## src/rtl/condlogic_stack.sv

```systemverilog
// Conditional-execution unit: NZCV flag register, ARM condition evaluation,
// write gating, grouped flag writes and a LIFO flag save/restore stack.
module condlogic_stack #(
    parameter int FLAG_GROUPS = 2,
    parameter int SAVE_DEPTH  = 4,
    localparam int DW = $clog2(SAVE_DEPTH + 1)
) (
    input  logic                   clk,
    input  logic                   reset,
    input  logic [3:0]             Cond,
    input  logic [3:0]             ALUFlags,
    input  logic [FLAG_GROUPS-1:0] FlagW,
    input  logic                   PCS,
    input  logic                   RegW,
    input  logic                   MemW,
    input  logic                   NoWrite,
    input  logic                   FlagSave,
    input  logic                   FlagRestore,
    output logic                   PCSrc,
    output logic                   RegWrite,
    output logic                   MemWrite,
    output logic                   CondEx,
    output logic [3:0]             Flags,
    output logic                   carry,
    output logic [DW-1:0]          StackDepth,
    output logic                   StackFull,
    output logic                   StackEmpty,
    output logic                   StackErr
);
    localparam int GW = 4 / FLAG_GROUPS;

    logic [3:0] stack [SAVE_DEPTH];
    logic [3:0] flags_next;
    logic [3:0] top_val;
    logic       n, z, c, v;
    logic       push_req, pop_req;

    assign {n, z, c, v} = Flags;

    // Condition uses committed flags only; ALUFlags are deliberately not forwarded.
    always_comb begin
        CondEx = 1'b1;
        case (Cond)
            4'h0: CondEx = z;
            4'h1: CondEx = ~z;
            4'h2: CondEx = c;
            4'h3: CondEx = ~c;
            4'h4: CondEx = n;
            4'h5: CondEx = ~n;
            4'h6: CondEx = v;
            4'h7: CondEx = ~v;
            4'h8: CondEx = c & ~z;
            4'h9: CondEx = ~c | z;
            4'hA: CondEx = (n == v);
            4'hB: CondEx = (n != v);
            4'hC: CondEx = ~z & (n == v);
            4'hD: CondEx = z | (n != v);
            default: CondEx = 1'b1;
        endcase
    end

    assign PCSrc      = PCS & CondEx;
    assign RegWrite   = RegW & CondEx & ~NoWrite;
    assign MemWrite   = MemW & CondEx;
    assign carry      = Flags[1];
    assign StackFull  = (StackDepth == DW'(SAVE_DEPTH));
    assign StackEmpty = (StackDepth == '0);
    assign push_req   = FlagSave & ~FlagRestore;
    assign pop_req    = FlagRestore & ~FlagSave;

    always_comb begin
        flags_next = Flags;
        for (int g = 0; g < FLAG_GROUPS; g++) begin
            if (FlagW[g] && CondEx)
                flags_next[g*GW +: GW] = ALUFlags[g*GW +: GW];
        end
    end

    always_comb begin
        top_val = '0;
        for (int i = 0; i < SAVE_DEPTH; i++) begin
            if (DW'(i) == StackDepth - DW'(1))
                top_val = stack[i];
        end
    end

    always_ff @(posedge clk or posedge reset) begin
        if (reset) begin
            Flags      <= '0;
            StackDepth <= '0;
            StackErr   <= 1'b0;
            for (int i = 0; i < SAVE_DEPTH; i++)
                stack[i] <= '0;
        end else begin
            // A successful pop wins over any same-cycle group write.
            if (pop_req && !StackEmpty)
                Flags <= top_val;
            else
                Flags <= flags_next;

            if (push_req && !StackFull) begin
                for (int i = 0; i < SAVE_DEPTH; i++) begin
                    if (DW'(i) == StackDepth)
                        stack[i] <= Flags;
                end
                StackDepth <= StackDepth + DW'(1);
            end else if (pop_req && !StackEmpty) begin
                StackDepth <= StackDepth - DW'(1);
            end

            if ((push_req && StackFull) || (pop_req && StackEmpty) ||
                (FlagSave && FlagRestore))
                StackErr <= 1'b1;
        end
    end
endmodule

```

## config.mk

```make
export PLATFORM = sky130hd
export DESIGN_NAME = condlogic_stack
export DESIGN_NICKNAME = d
export VERILOG_FILES = /design/src/rtl/condlogic_stack.sv
export SDC_FILE = /design/constraint.sdc
export NUM_CORES = 1
export LEC_CHECK = 0
export ABC_AREA = 0
export BUFFER_PORTS_ARGS = -buffer_cell sky130_fd_sc_hd__buf_4
export CAP_MARGIN = 20
export CORE_UTILIZATION = 51
export CTS_CLUSTER_SIZE = 8
export DETAILED_ROUTE_END_ITERATION = 10
export GPL_ROUTABILITY_DRIVEN = 0
export GPL_TIMING_DRIVEN = 0
export HOLD_SLACK_MARGIN = 0.12
export PLACE_DENSITY = 0.71
export SLEW_MARGIN = 10
export SYNTH_ARGS = -nofsm -noshare
export SYNTH_HDL_FRONTEND = slang
export SYNTH_SLANG_ARGS = --single-unit
```

## constraint.sdc

```tcl
create_clock -name clk -period 2.8 [get_ports clk]
set_input_delay 0.28 -clock clk [delete_from_list [all_inputs] [get_ports clk]]
set_output_delay 0.28 -clock clk [all_outputs]
set_load 0.005 [all_outputs]
```

==> results.sh, run 1 <==
export IMPL_status="finished, final reports clean"
export IMPL_syn_num_nets=196
export IMPL_grt_pass1_wl_um=5720
export IMPL_nets=231
export IMPL_portBuffers=30
export IMPL_syn_to_final_growth_pct=18.3
export IMPL_cts_root_buf="clkbuf_4"
export IMPL_maxSlewViolCount=0
export IMPL_boundaryPins=33
export IMPL_track_usage=0.216
export IMPL_yosysTopAreaCell="dfrtp_1"
export IMPL_ir_worst_vdd_mv=0.515
export IMPL_r2r_start="StackDepth[1]"
export IMPL_dr_pass1_iters=4
export IMPL_cts_setup_buffers=0
export IMPL_wl_per_cell_um=14.5
export IMPL_pwr_density_cell_mw_per_mm2=881
export IMPL_async_reset_ff_frac=1.00
export IMPL_num_vias=1362
export IMPL_period_needed_ns=2.64
export IMPL_setup_violations=0
export IMPL_worst_setup_path_type="reg2out"
export IMPL_critPathMaxFanout=10
export IMPL_path_cells="and3b_1 -> a22oi_1 -> mux2i_2 -> and3_1 -> nor2b_1 -> buf_4"
export IMPL_htreeDepth=1
export IMPL_timing_hold_ws_ns=0.150
export IMPL_worstSkewPairLatency_ns=0.30
export IMPL_die_w_um=59.3
export IMPL_overflow=0
export IMPL_timing_fmax_mhz=378
export IMPL_cts_sinks=24
export IMPL_clock_skew_ns=0.00513
export IMPL_diodes=0
export IMPL_drive_above_1_share=0.292
export IMPL_critPathLaunchType="register"
export IMPL_hold_path_class="in2async"
export IMPL_hpwl_um=2690
export IMPL_netlist_area_leader_share=0.359
export IMPL_drt_iter0_drc=81
export IMPL_slowest_stage="dfrtp_1"
export IMPL_synth_edf_count=0
export IMPL_syn_area_per_cell_um2=9.90
export IMPL_num_fill_cells=282
export IMPL_dp_cells=243
export IMPL_critPathMaxStageDelay_ns=0.58
export IMPL_cts_clk_slew_worst_paths_ns=0.12
export IMPL_crit_path_end_kind="output port"
export IMPL_grt_start_max_net_pins=25
export IMPL_synth_warnings=0
export IMPL_crit_family="simple AND/OR/NAND/NOR gates"
export IMPL_die_h_um=59.3
export IMPL_cp_required_ns=2.52
export IMPL_crit_buf_inv=1
export IMPL_instances_no_fill=246
export IMPL_area_sequential_um2=601
export IMPL_slew_headroom=0.406
export IMPL_tns_ns=0
export IMPL_period_share=0.944
export IMPL_syn_instance_count=169
export IMPL_leakage_uw=0.000942
export IMPL_dieArea_mm2=0.00351
export IMPL_yosysMostFrequentCell="dfrtp_1"
export IMPL_antenna_found_initial=0
export IMPL_critPathLaunch="Flags[2]"
export IMPL_ys_seq_elements=24
export IMPL_ant_nets=0
export IMPL_grt_pass1_vias=1219
export IMPL_synth_top_flop_cell="dfrtp_1"
export IMPL_seq_area_frac_synth=0.359
export IMPL_vias_per_cell=5.54
export IMPL_cts_path_max_buffers=2
export IMPL_yosys_top_cells_area="dfrtp_1, mux2_2, ha_1"
export IMPL_cts_tree="yes"
export IMPL_numCtsBuffers=3
export IMPL_start_util=0.543
export IMPL_hold_viol_final=0
export IMPL_syn_area_mm2=0.00167
export IMPL_drv_cap=0
export IMPL_arrival_ns=2.36
export IMPL_tightest_slew_ns=0.890
export IMPL_coreArea_mm2=0.00308
export IMPL_num_rows=20
export IMPL_rsz0062_at_grt="false"
export IMPL_drc=0
export IMPL_synth_commonest_cells="dfrtp_1, mux2_2, nor2b_1"
export IMPL_multi_input_area_um2=972
export IMPL_routed_wirelength_um=3560
export IMPL_ys_types=40
==> placed cells by master, fill, tap and decap left out, types with 3 or more instances in the layout <==
cell type   n
nand3_1     4
buf_2       5
buf_4      31
ha_1        9
and3_1      7
a311o_1     4
xnor2_1     4
nand2_1     9
mux2_2     16
a32o_1      4
clkbuf_4    3
inv_1       8
nor3b_1     7
o21ai_0     3
nor2b_1    11
clkbuf_1    5
nor2_1      7
a21oi_1     6
a41oi_1     3
nand2b_1    4
a221o_1     4
dfrtp_1    24
==> path summary, 6_finish.rpt <==
path,slack [ns],depth (start not counted),to
setup / recovery,0.16,6,PCSrc
setup reg to reg,0.35,9,Flags[1]
hold / removal,0.15,2,StackDepth[0]
min in group clk,0.28,2,StackErr
max in group asynchronous,2.10,2,StackErr
hold reg to reg,0.49,1,StackErr
==> power breakdown <==
group          switching, uW  internal (uW)  leakage (uW)  total, uW
logic                    478            515      0.000624        993
clock network           91.4           50.2     0.0000138        142
registers                122            486      0.000303        609
==> metrics by stage <==
| stage | util | area, um2 | setup slack (ns) | total power, uW |
|---|---|---|---|---|
| floorplan | - | 1670 | 0.796 | 1270 |
| global placement | 0.635 | 1950 | 0.480 | 1570 |
| detailed placement | 0.635 | 1950 | 0.391 | 1600 |
| CTS | 0.642 | 1980 | 0.0681 | 1740 |
| global route | 0.643 | 1980 | 0.0409 | 1890 |
| finish | 0.643 | 1980 | 0.156 | 1740 |
==> cell type report <==
| class | instances | area share |
|---|---|---|
| multi-input cells | 124 | 0.491 |
| flip-flops and latches | 24 | 0.303 |
| repair buffers | 30 | 0.114 |
| plain buffers | 13 | 0.0373 |
| well taps | 44 | 0.0278 |
| inverters | 8 | 0.0152 |
| clock buffers | 3 | 0.0114 |
==> logic make-up (layout without fill, tap and decap cells) <==
family / Yosys count / in the layout / synth area share
AND/OR/NAND/NOR: 58 / 58 / 0.204
AO/OA/AOI/OAI: 34 / 34 / 0.162
flip-flops: 24 / 24 / 0.359
buffers and inverters: 21 / 54 / 0.0621
multiplexers: 18 / 18 / 0.120
adder cells (fa/ha/maj): 9 / 9 / 0.0673
XOR/XNOR: 5 / 5 / 0.0262
==> sequential cells by signal, indices dropped and copies added (netlist names) <==
name	flops
Flags	4
StackDepth	3
StackErr	1
stack	16
==> worst register-to-register path: stages (launching register included) <==
cell and delay, ns:
dfrtp_1 0.46, inv_1 0.17, ha_1 0.21, clkbuf_1 0.19, nor2b_1 0.21, nor2b_1 0.45
buf_2 0.31, nor3b_1 0.07, a41oi_1 0.18, nand3_1 0.10
==> metal layers <==
metal	GRT usage	share of wire	vias to the layer above
met1	0.327	0.50	660
met2	0.332	0.47	20
met5	0	0	-
met4	0.0102	0	0
li1	-	-	682
met3	0.0459	0.027	0
==> what timing repair did <==
| item | CTS | global route |
|---|---|---|
| resized for setup | 0 | 1 |
| hold buffers | 0 | 0 |
| endpoints found under the setup margin | 0 | 4 |
Note: power is estimated with default switching activity, not from simulation.
==> inputs of run 2 (changes only) <==
- REMOVE_ABC_BUFFERS: unset -> 1
- TNS_END_PERCENT: unset -> 50
==> run 2 against run 1 <==
Critical path type unchanged. Wire length rose by 0.25%. Power rose by 4.0%. Maximum frequency barely moved. Via count fell by 0.22%. Global-route usage rose by 1.6 points. Sequential power rose by 7.7%. Worst setup slack got worse by 0.0026 ns. Highest routed layer is now met4. Critical path depth did not move.
==> results.sh, run 2 (same netlist as run 1, synthesis figures left out) <==
export IMPL_hold_viol_final=0
export IMPL_rsz0062_at_grt="false"
export IMPL_placed_area_mm2=0.00189
export IMPL_cts_root_buf="clkbuf_4"
export IMPL_coreArea_mm2=0.00308
export IMPL_layout_commonest_cell="buf_4"
export IMPL_num_rows=20
export IMPL_die_h_um=59.3
export IMPL_crit_end="RegWrite"
export IMPL_mostFrequentLayoutCells="buf_4, dfrtp_1, mux2_2"
export IMPL_period_needed_ns=2.65
export IMPL_drv_cap=0
export IMPL_worstSkewPairLatency_ns=0.33
export IMPL_overflow=0
export IMPL_regMostFlops="stack"
export IMPL_hpwl_um=2650
export IMPL_postCtsHoldBufs=0
export IMPL_reg2reg_depth=7
export IMPL_largest_register_ffs=16
export IMPL_p_comb_frac=0.498
export IMPL_grt_start_max_net_pins=25
export IMPL_p_seq_frac=0.362
export IMPL_tightest_slew_ns=0.978
export IMPL_grt_pass1_wl_um=6110
export IMPL_dieArea_mm2=0.00351
export IMPL_r2r_end="Flags[0]"
export IMPL_r2r_slack_ns=0.32
export IMPL_period_share=0.945
export IMPL_clock_skew_ns=0.0186
export IMPL_hold_path_class="in2async"
export IMPL_final_area_mm2=0.00196
export IMPL_drt_iter0_drc=70
export IMPL_pwr_density_cell_mw_per_mm2=925
export IMPL_crit_path_end_kind="output port"
export IMPL_nets=220
export IMPL_arrival_ns=2.37
export IMPL_ir_worst_vdd_mv=0.530
export IMPL_htreeDepth=1
export IMPL_cts_clk_slew_worst_paths_ns=0.14
export IMPL_clkPwrFrac=0.140
export IMPL_critPathLaunchType="register"
export IMPL_setup_violations=0
export IMPL_timing_fmax_mhz=378
export IMPL_drive_above_1_share=0.281
export IMPL_routed_wirelength_um=3570
export IMPL_r2r_start="StackDepth[1]"
export IMPL_portBuffers=32
export IMPL_grt_pass1_vias=1306
export IMPL_p_int_uw=1120
export IMPL_worst_setup_path_type="reg2out"
export IMPL_cp_required_ns=2.52
export IMPL_antenna_found_initial=0
export IMPL_status="finished, final reports clean"
export IMPL_num_vias=1359
export IMPL_maxSlewViolCount=0
export IMPL_numCtsBuffers=3
export IMPL_num_fill_cells=272
export IMPL_critPathLaunch="Flags[3]"
export IMPL_largest_registers="stack x16, Flags x4, StackDepth x3"
export IMPL_boundaryPins=33
export IMPL_syn_to_final_growth_pct=17.1
export IMPL_diodes=0
export IMPL_ant_nets=0
export IMPL_leakage_uw=0.000922
export IMPL_cts_sinks=24
export IMPL_tns_ns=0
export IMPL_track_usage=0.232
export IMPL_slew_headroom=0.347
export IMPL_p_switching_uw=692
export IMPL_p_sw_frac=0.382
export IMPL_cts_tree="yes"
export IMPL_critPathMaxFanout=11
export IMPL_dr_pass1_iters=4
export IMPL_vias_per_cell=5.76
export IMPL_start_util=0.543
export IMPL_cts_path_max_buffers=2
export IMPL_wl_per_cell_um=15.1
export IMPL_die_w_um=59.3
export IMPL_drc=0
-- run 2: what timing repair did --
| item | 4_1_cts | 5_1_grt |
|---|---|---|
| resized for setup | 1 | 1 |
| setup endpoints to repair | 3 | 1 |
| buffers inserted | 0 | 0 |
| endpoints found under the hold margin | 0 | 0 |
| pin swaps | 0 | 0 |
-- run 2: worst max-delay path, stage by stage (launching register included) --
cell and delay, ns:
dfrtp_1 0.54, or3b_1 0.43, o32ai_1 0.27, a31oi_1 0.22
and3_1 0.31, nor3b_2 0.16, buf_4 0.13
-- run 2: cell type report --
type | instances | area [um2] | area share
clock inverter | 1 | 30.0 | 0.0153
sequential | 24 | 601 | 0.307
timing repair buffer | 32 | 240 | 0.123
clock buffer | 3 | 22.5 | 0.0115
multi-input combinational | 124 | 981 | 0.501
tap | 44 | 55.1 | 0.0281
inverter | 8 | 30.0 | 0.0153
-- run 2: metrics by stage --
step	utilization	hold slack, ns	total power [uW]	instances	setup slack (ns)
after detailed placement	0.615	0.476	1560	232	0.351
final	0.637	0.126	1810	236	0.154
after floorplan	-	0.295	1230	156	0.717
after CTS	0.634	0.154	1820	236	0.132
after global placement	0.615	0.477	1520	232	0.474
after global routing	0.637	0.200	1980	236	0.00867
-- run 2: worst min-delay path by stage --
stage	slack (ns)	from	endpoint
after floorplan	0.29	reset	Flags[0]
after global placement	0.48	StackErr	StackErr
after detailed placement	0.48	StackErr	StackErr
after CTS	0.15	reset	StackDepth[0]
after global routing	0.20	reset	stack[10]
final	0.13	reset	stack[10]
-- run 2: power groups by stage --
stage                     Sequential [uW]  Combinational, uW  Clock (uW)
after floorplan                       613                615           0
final                                 656                903         254
after detailed placement              664                897           0
after global placement                652                865           0
after global routing                  683               1020         275
after CTS                             655                904         257
-- run 2: routing by layer --
| metal | wire length (um) | global-route usage |
|---|---|---|
| met4 | 49 | 0.0816 |
| met2 | 1840 | 0.408 |
| met3 | 94 | 0.0197 |
| met5 | 0 | 0 |
| met1 | 1580 | 0.297 |
==> inputs of run 3 (changes only) <==
- CORE_UTILIZATION: 51 -> 31
- PLACE_DENSITY: 0.71 -> 0.46
==> run 3 against run 2 <==
Power decreased by 1.3%. Clock power fell by 9.4%. Sequential share of layout area decreased by 0.52 points. First-iteration DRC count fell by 74%. Critical path depth did not move. Register-to-register slack better by 0.35 ns. Largest power group unchanged.
==> results.sh, run 3 (same netlist as run 1, synthesis figures left out) <==
export IMPL_status="finished, final reports clean"
export IMPL_leakage_uw=0.000927
export IMPL_coreArea_mm2=0.00514
export IMPL_overflow=0
export IMPL_boundaryPins=33
export IMPL_postCtsHoldBufs=0
export IMPL_vias_per_cell=5.19
export IMPL_dieArea_mm2=0.00569
export IMPL_hold_path_class="in2async"
export IMPL_antenna_found_initial=0
export IMPL_timing_hold_ws_ns=0.221
export IMPL_cts_clk_slew_worst_paths_ns=0.08
export IMPL_crit_buf_inv=1
export IMPL_largest_register_ffs=16
export IMPL_regMostFlops="stack"
export IMPL_critPathMaxStageDelay_ns=0.58
export IMPL_final_area_mm2=0.00199
export IMPL_tightest_slew_ns=0.938
export IMPL_cts_sinks=24
export IMPL_crit_family="simple AND/OR/NAND/NOR gates"
export IMPL_p_switching_uw=690
export IMPL_start_util=0.325
export IMPL_track_usage=0.142
export IMPL_hold_viol_final=0
export IMPL_area_sequential_um2=601
export IMPL_mostFrequentLayoutCells="buf_4, dfrtp_1, mux2_2"
export IMPL_grt_start_max_net_pins=25
export IMPL_numCtsBuffers=3
export IMPL_drt_iter0_drc=18
export IMPL_ant_nets=0
export IMPL_utilization=0.388
export IMPL_crit_path_end_kind="output port"
export IMPL_period_needed_ns=2.56
export IMPL_portBuffers=32
export IMPL_rsz0062_at_grt="false"
export IMPL_largest_registers="stack x16, Flags x4, StackDepth x3"
export IMPL_grt_pass1_vias=1327
export IMPL_die_w_um=75.5
export IMPL_cts_root_buf="clkbuf_8"
export IMPL_worstSkewPairLatency_ns=0.26
export IMPL_dr_pass1_iters=4
export IMPL_num_rows=26
export IMPL_arrival_ns=2.28
export IMPL_timing_fmax_mhz=390
export IMPL_hpwl_um=2840
export IMPL_path_cells="and3b_1 -> a22oi_1 -> mux2i_2 -> and3_1 -> nor2b_1 -> buf_4"
export IMPL_cp_required_ns=2.52
export IMPL_drc=0
export IMPL_worst_setup_path_type="reg2out"
export IMPL_pwr_density_cell_mw_per_mm2=898
export IMPL_p_int_uw=1100
export IMPL_htreeDepth=1
export IMPL_placed_area_mm2=0.00193
export IMPL_slowest_stage="dfrtp_1"
export IMPL_num_fill_cells=550
export IMPL_syn_to_final_growth_pct=19.1
export IMPL_clkPwrFrac=0.128
export IMPL_grt_pass1_wl_um=6180
export IMPL_slew_headroom=0.374
export IMPL_die_h_um=75.5
export IMPL_cts_tree="yes"
export IMPL_p_comb_frac=0.502
export IMPL_p_seq_frac=0.369
export IMPL_setup_violations=0
export IMPL_ir_worst_vdd_mv=0.350
export IMPL_tns_ns=0
export IMPL_clock_skew_ns=0.00600
export IMPL_critPathMaxFanout=10
export IMPL_multi_input_area_um2=972
export IMPL_period_share=0.915
export IMPL_nets=221
export IMPL_diodes=0
export IMPL_layout_commonest_cell="buf_4"
export IMPL_drive_above_1_share=0.285
export IMPL_cts_setup_buffers=0
export IMPL_critPathLaunchType="register"
export IMPL_maxSlewViolCount=0
export IMPL_drv_cap=0
export IMPL_num_vias=1366
export IMPL_wl_per_cell_um=14.5
export IMPL_routed_wirelength_um=3820
export IMPL_cts_path_max_buffers=2
export IMPL_p_sw_frac=0.386
export IMPL_total_power_uw=1790
[run 3: worst paths after layout]
| path | from | endpoint | slack (ns) | cells past startpoint |
|---|---|---|---|---|
| worst min register to register | StackErr | StackErr | 0.49 | 1 |
| worst max-delay path | Flags[2] | PCSrc | 0.24 | 6 |
| min in group clk | FlagSave | StackErr | 0.32 | 2 |
| max in group asynchronous | reset | stack[10] | 2.00 | 2 |
| worst min-delay path | reset | StackErr | 0.22 | 2 |
| worst max register to register | StackDepth[1] | Flags[0] | 0.67 | 8 |
[run 3: power by group through the flow]
stage | clock (uW) | combinational [uW] | sequential [uW]
6_report | 230 | 900 | 661
5_1_grt | 252 | 1010 | 694
3_5_place_dp | 0 | 905 | 672
3_3_place_gp | 0 | 892 | 662
4_1_cts | 240 | 910 | 664
2_1_floorplan | 0 | 615 | 613
[run 3: final cells by class]
class / instances / area share
multi-input cells: 124 / 0.488
flip-flops and latches: 24 / 0.301
repair buffers: 33 / 0.124
well taps: 70 / 0.0439
clock buffers: 4 / 0.0276
inverters: 8 / 0.0151
[run 3: stage by stage]
step | worst slack [ns] | std cells
2_1_floorplan | 0.717 | 156
3_3_place_gp | 0.336 | 258
3_5_place_dp | 0.248 | 258
4_1_cts | 0.0803 | 262
5_1_grt | 0.0581 | 263
6_report | 0.239 | 263
[run 3: timing repair]
item | in CTS | in global routing
gates resized for setup | 0 | 1
setup endpoints to repair | 0 | 4
endpoints found under the hold margin | 0 | 0
[run 3: routing by layer]
metal | wire, um | GRT usage | vias up
li1 | - | - | 659
met1 | 1830 | 0.184 | 664
met2 | 1780 | 0.256 | 39
met3 | 182 | 0.0172 | 4
met4 | 28 | 0.0288 | 0
met5 | 0 | 0 | -
